==> src/rtl/serial_logic_engine.sv <==
// Bit-serial bitwise logic engine that drives a single 1-bit logicunit, LSB first.
// Optional zero-result flag port is enabled by defining SERIAL_LOGIC_ZERO_FLAG_EN.

module logicunit (
  input  logic       a_i,
  input  logic       b_i,
  input  logic [1:0] control_i,
  output logic       y_o
);

  // 0=AND, 1=OR, 2=NOR, 3=XOR
  always_comb begin
    y_o = 1'b0;
    case (control_i)
      2'd0: y_o = a_i & b_i;
      2'd1: y_o = a_i | b_i;
      2'd2: y_o = ~(a_i | b_i);
      2'd3: y_o = a_i ^ b_i;
      default: y_o = 1'b0;
    endcase
  end

endmodule

module serial_logic_engine #(
  parameter int WIDTH = 32
) (
  input  logic             clk,
  input  logic             reset,
  input  logic             in_valid,
  output logic             in_ready,
  input  logic [WIDTH-1:0] A,
  input  logic [WIDTH-1:0] B,
  input  logic [1:0]       control,
  output logic             out_valid,
  input  logic             out_ready,
  output logic [WIDTH-1:0] out,
  output logic             busy
`ifdef SERIAL_LOGIC_ZERO_FLAG_EN
  ,
  output logic             zero
`endif
);

  localparam int CW = (WIDTH > 1) ? $clog2(WIDTH) : 1;
  localparam logic [CW-1:0] LAST = CW'(WIDTH - 1);

  typedef enum logic [1:0] {
    IDLE = 2'd0,
    RUN  = 2'd1,
    DONE = 2'd2
  } state_t;

  state_t           state_q, state_d;
  logic [CW-1:0]    cnt_q, cnt_d;
  logic [WIDTH-1:0] a_q, a_d;
  logic [WIDTH-1:0] b_q, b_d;
  logic [1:0]       ctl_q, ctl_d;
  logic [WIDTH-1:0] res_q, res_d;
  logic [WIDTH-1:0] shifted;
  logic             bitRes;

  logicunit u_logicunit (
    .a_i       (a_q[cnt_q]),
    .b_i       (b_q[cnt_q]),
    .control_i (ctl_q),
    .y_o       (bitRes)
  );

  // New bits enter at the MSB so that after WIDTH shifts bit 0 lands at index 0.
  generate
    if (WIDTH == 1) begin : g_shift_one
      assign shifted = bitRes;
    end else begin : g_shift_many
      assign shifted = {bitRes, res_q[WIDTH-1:1]};
    end
  endgenerate

  always_comb begin
    state_d = state_q;
    cnt_d   = cnt_q;
    a_d     = a_q;
    b_d     = b_q;
    ctl_d   = ctl_q;
    res_d   = res_q;
    case (state_q)
      IDLE: begin
        if (in_valid) begin
          a_d     = A;
          b_d     = B;
          ctl_d   = control;
          cnt_d   = '0;
          state_d = RUN;
        end
      end
      RUN: begin
        res_d = shifted;
        if (cnt_q == LAST) begin
          state_d = DONE;
        end else begin
          cnt_d = cnt_q + CW'(1);
        end
      end
      DONE: begin
        if (out_ready) begin
          state_d = IDLE;
        end
      end
      default: state_d = IDLE;
    endcase
  end

  always_ff @(posedge clk or posedge reset) begin
    if (reset) begin
      state_q <= IDLE;
      cnt_q   <= '0;
      a_q     <= '0;
      b_q     <= '0;
      ctl_q   <= '0;
      res_q   <= '0;
    end else begin
      state_q <= state_d;
      cnt_q   <= cnt_d;
      a_q     <= a_d;
      b_q     <= b_d;
      ctl_q   <= ctl_d;
      res_q   <= res_d;
    end
  end

  assign in_ready  = (state_q == IDLE);
  assign busy      = (state_q == RUN);
  assign out_valid = (state_q == DONE);
  assign out       = res_q;

`ifdef SERIAL_LOGIC_ZERO_FLAG_EN
  logic zflag_q, zflag_d;

  // Flag starts true on accept and drops on the first 1 shifted in.
  always_comb begin
    zflag_d = zflag_q;
    if (state_q == IDLE && in_valid) begin
      zflag_d = 1'b1;
    end else if (state_q == RUN && bitRes) begin
      zflag_d = 1'b0;
    end
  end

  always_ff @(posedge clk or posedge reset) begin
    if (reset) begin
      zflag_q <= 1'b0;
    end else begin
      zflag_q <= zflag_d;
    end
  end

  assign zero = zflag_q && out_valid;
`endif

endmodule
==> config.mk <==
export PLATFORM = sky130hd
export DESIGN_NAME = serial_logic_engine
export DESIGN_NICKNAME = d
export VERILOG_FILES = /design/src/rtl/serial_logic_engine.sv
export SDC_FILE = /design/constraint.sdc
export NUM_CORES = 1
export LEC_CHECK = 0
export CAP_MARGIN = 20
export CORE_UTILIZATION = 37
export DETAILED_ROUTE_END_ITERATION = 7
export GPL_TIMING_DRIVEN = 0
export PLACE_DENSITY = 0.63
export SYNTH_ARGS = -nofsm -noshare
export SYNTH_HDL_FRONTEND = slang
export SYNTH_HIERARCHICAL = 1
export SYNTH_SLANG_ARGS = --single-unit
==> constraint.sdc <==
create_clock -name clk -period 4.4 [get_ports clk]
set_input_delay 0.44 -clock clk [delete_from_list [all_inputs] [get_ports clk]]
set_output_delay 0.44 -clock clk [all_outputs]
set_load 0.02 [all_outputs]
Word level (Yosys, flattened, before mapping) --
Cells that the tools add are included.
Storage, ports and cells: register bits 105, output and inout bits 35, logic and storage cells 40
Operators by class: $add $sub $neg 1, $lt $le $gt $ge 1, equal/unequal tests 10, multiplexer cells 12, bitwise logic cells 4, reduce and logical (&&, ||, !) cells 6
Operators with widths (count):
- 1-bit binary-select mux with 5-bit select | 2
- 5-bit 2-to-1 mux | 2
- 5-bit one-hot mux with 2 select lines | 1
- 2-bit == test, second input constant | 3
- 5-bit by 6-bit less-than comparator with 1-bit output, second input constant | 1
- 2-bit 2-to-1 mux | 3
- 2-bit one-hot mux with 3 select lines | 1
- 3-bit AND reduction | 2
- 5-bit by 1-bit adder with 5-bit output, second input constant | 1
- 5-bit == test, second input constant | 1
- 2-bit by 1-bit == test with 1-bit output, second input constant | 2
- 2-bit zero test | 2
- 2-bit by 1-bit != test with 1-bit output, second input constant | 2
- 2-bit != test, second input constant | 2
- 1-bit one-hot mux with 4 select lines | 1
- 1-bit 2-to-1 mux | 2
- 2-bit AND reduction | 1
- 2-bit nonzero test | 1
- 1-bit AND | 1
- 1-bit NOT | 1
- 1-bit OR | 1
- 1-bit bitwise XOR | 1

Depth between registers and ports, before layout --
depth in word-level cells 5, gate-level depth with buffers 14, gate-level depth less buffers 12

Modules after synthesis --
The synthesis kept the hierarchy.
By module, submodules not included:
- serial_logic_engine | times used 1, cells an instance 380, area an instance 4653.2 um2, sequential area each 2627.5 um2
- logicunit | times used 1, cells an instance 9, area an instance 65.1 um2, sequential area each 0.0 um2

Worst setup path after synthesis --
Ideal clock, no wire load.
path kind reg-to-reg, from register cnt_q[1], to register res_q[31], in the netlist out[31], setup time 0.117 ns, arrival 1.915 ns, data required time 4.283 ns, path slack 2.368 ns, cell stages (with the launch flop) 13, path buffers 2, cell sequence dfrtp_1 > buf_6 > buf_12 > mux2i_1 > a22oi_1 > nand2_1 > o311ai_1 > inv_1 > ha_1 > mux2i_1 > a21oi_1 > nand2_1 > nand2_1
Between the ends: longest elaborated chain between the ends 5, elaborated cells on any way between the ends 9
Ends and longest elaborated chain:
- start: declaration | RTL line 55 | logic [CW-1:0] cnt_q, cnt_d;
- start signal: assignment | RTL line 123 | cnt_q <= cnt_d;
- 1-bit binary-select mux with 5-bit select, on equally long branches | RTL line 64, 65
- 1-bit 2-to-1 mux, on equally long branches | RTL line 64, 65
- 1-bit OR | RTL line 16, 17
- 1-bit NOT | RTL line 17 | 2'd2: y_o = ~(a_i | b_i);
- 1-bit one-hot mux with 4 select lines (*) | RTL line 14 | case (control_i)
- net bitRes | RTL line 61 | logic bitRes;
- end signal: assignment | RTL line 127 | res_q <= res_d;
- end: declaration | RTL line 59 | logic [WIDTH-1:0] res_q, res_d;
The timed path passes the listed nets; every way through them passes the cells marked *. The select of a mux whose other input is x is not followed. A chain may end at the register's enable or synchronous reset.

Worst setup path after layout --
from register cnt_q[0], to register res_q[31], in the netlist out[31]
Same word-level chain as after synthesis.

==> flow_summary.toml <==
[setup_path]
cp-start-kind = "flip-flop"
cp_num_buf_inv = 0
crit_family = "simple AND/OR/NAND/NOR gates"
end_kind = "flip-flop"
critical_path.max_stage_delay_ns = 0.64
cpMaxStageDelayCell = "nor2_1"
cp_max_fo = 8
cp.required_ns = 4.63
crit_top_cell = "nand2_1"
critPathArrivalTime_ns = 2.82
critPathKind = "flip-flop to flip-flop"
crit_chain = "nor2_1 -> a22oi_1 -> and4b_1 -> a31oi_1 -> o311ai_1 -> ha_1 -> nor2b_1 -> nor3_1 -> a21oi_1 -> nand2_1 -> nand2_1"

[cells_and_area]
fin_util_pct = 51.2
final_layout_size_suffix_gt1_share_pct = 19.8
final_cells = 678
postLayoutCellArea_sq_mm = 0.00626
antennaDiodeCount = 0
nNetsFinal = 579
area_growth_syn_to_layout_pct = 32.6

[clocking]
postCtsSetupBuffers = 0
clk_latency_ns = 0.35
clock-root-buffer = "clkbuf_16"
cts_buffers = 9
cts_tree = "done"
cts.sinks = 105
clockBufferDepth = 2
hold_buffers = 0
cts_resized = 0
clk_transition_reported_paths_ns = 0.07
cts-htree-levels = 3

[sta]
skew_ns = 0.00658
tightest_slew_ns = 0.790
drv_slew = 0
finalSetupTns_ns = 0
hold_violations = 0
fin_ws_ns = 1.82
setup_viol = 0
fin_crit_sh_pct = 58.6
clock.fmax_ghz = 0.388
hold_ws_ns = 0.469
relSlewSlack_pct = 47.2
rsz0062_at_grt = "false"
fin_crit_ns = 2.58

[pwr]
p_leak_nw = 2.82
finalPower_mw = 4.56
power_density_mw_per_mm2 = 729
ir_drop_uv = 371

[global_route]
grt_overflow = 0
grt_pass1_vias = 3262
grt_pass1_wl_um = 16700
antenna_found_initial = 0
grt_max_degree = 71
grt_use_total_pct = 16.7

[floorplanning]
die_area_sq_mm = 0.0132
die_w_um = 115
die_h_um = 115
start_util_pct = 38.6
io_pins = 105
core_area_sq_mm = 0.0122
rows = 40

[yosys]
synth_compound_area_share_pct = 3.66
synthSimpleGateAreaFrac_pct = 11.1
ys_seq_area_share_pct = 55.7
avgSynthCellArea_sq_um = 12.1
synth_warnings = 6
ys_ff_latch = 105
synthesis.area_sq_mm = 0.00472
yosysMostFrequentCell = "dfrtp_1"
synth_xor_area_share_pct = 0.371
yosysUniqueCellTypes = 33
synth_top_area_share_pct = 55.7
synth_top_family_by_area = "multiplexers"
ys_top_cells_by_count = "dfrtp_1 (105), nand2_1 (104), mux2_2 (59), mux2i_1 (33), a22oi_1 (14)"
ys.flop_type = "dfrtp_1"
synthCells = 389
synth_edf_count = 0
async_flop_share_pct = 100
synth_area_leaders = "dfrtp_1 (56%), mux2_2 (14%), nand2_1 (8.3%), mux2i_1 (7.0%), mux2_4 (2.5%)"
yosys.area_share.adder_pct = 1.06
synth_fp_nets = 463
yosys-mux-area-fraction_pct = 23.6
yosysTopAreaCell = "dfrtp_1"

[placement]
pre_cts_ws_ns = 1.83
post-place-cells = 662
place.gp.congestion = 0.739
hpwl_um = 7420
io_buffers = 104
dpl-instance-area_sq_mm = 0.00600

[drt]
antenna_left = 0
drc_errors = 0
num_vias = 3255
drtIter0Drc = 126
dr.pass1.iters = 4
wl_um = 10300
viasPerCell = 4.80
wl_per_cell_um = 15.2

[run]
drv_cap = 0

[outcome]
status = "complete, no violations"

[worst_hold_path]
hold_class = "input pin to async pin"
routing by layer:
layer / share of wire (%) / track usage (%)
met4: 1.4 / 5.71
met3: 4.3 / 3.53
met5: 0 / 0
met1: 45 / 21.9
met2: 49 / 27.5
registers in the layout, summed over array words and instances (netlist names):
signal,flops
a_q,32
b_q,32
out,32
cnt_q,5
ctl_q,2
state_q,2
cell families after synthesis:
kind of cell	count (synthesis)
adders and majority gates	4
and+or+nand+nor	125
DFF	105
buffers and inverters	29
xor gates and xnor gates	2
AOI/OAI and AO/OA	24
muxes	100
layout make-up:
type | instances | area, sq um
Clock buffer | 13 | 240
Fill cell | 1114 | 5950
Tap cell | 168 | 210
Inverter | 6 | 25.0
Multi-Input combinational cell | 255 | 1880
Timing Repair Buffer | 105 | 1070
Buffer | 23 | 189
Clock inverter | 3 | 17.5
Sequential cell | 105 | 2630
path summary, 6_finish.rpt:
kind,endpoint,cells after the start,start,slack (ns)
max,out[31],11,cnt_q[0],1.82
min,out[15],2,reset,0.47
max reg2reg,out[31],11,cnt_q[0],1.82
min reg2reg,out[0],2,out[0],0.47
max in group asynchronous,a_q[11],3,reset,3.24
min in group clk,out[0],2,out[0],0.47
cell usage in the layout (no fill, tap or decap), types with 2 or more instances in the layout:
master and instances:
buf_8 2, clkinv_2 2, xor2_1 2, buf_12 2, ha_1 4, nor2b_1 5
nor2_2 2, o311ai_1 2, clkbuf_1 10, clkdlybuf4s50_1 104, buf_6 3, and4b_1 2
a22oi_1 14, nand2_1 104, mux2i_1 33, a22o_1 2, inv_1 4, buf_4 5
nand4b_1 2, buf_2 3, a31oi_1 2, nor2_1 4, a21oi_1 3, clkbuf_2 2
clkbuf_16 9, mux2_4 8, dfrtp_1 105, mux2_2 59
power by group:
part / internal [mW] / switching [mW]
sequential: 1.44 / 0.285
clock: 0.383 / 0.339
combinational: 1.09 / 1.02
No activity file was read; power rests on OpenSTA's default activity.
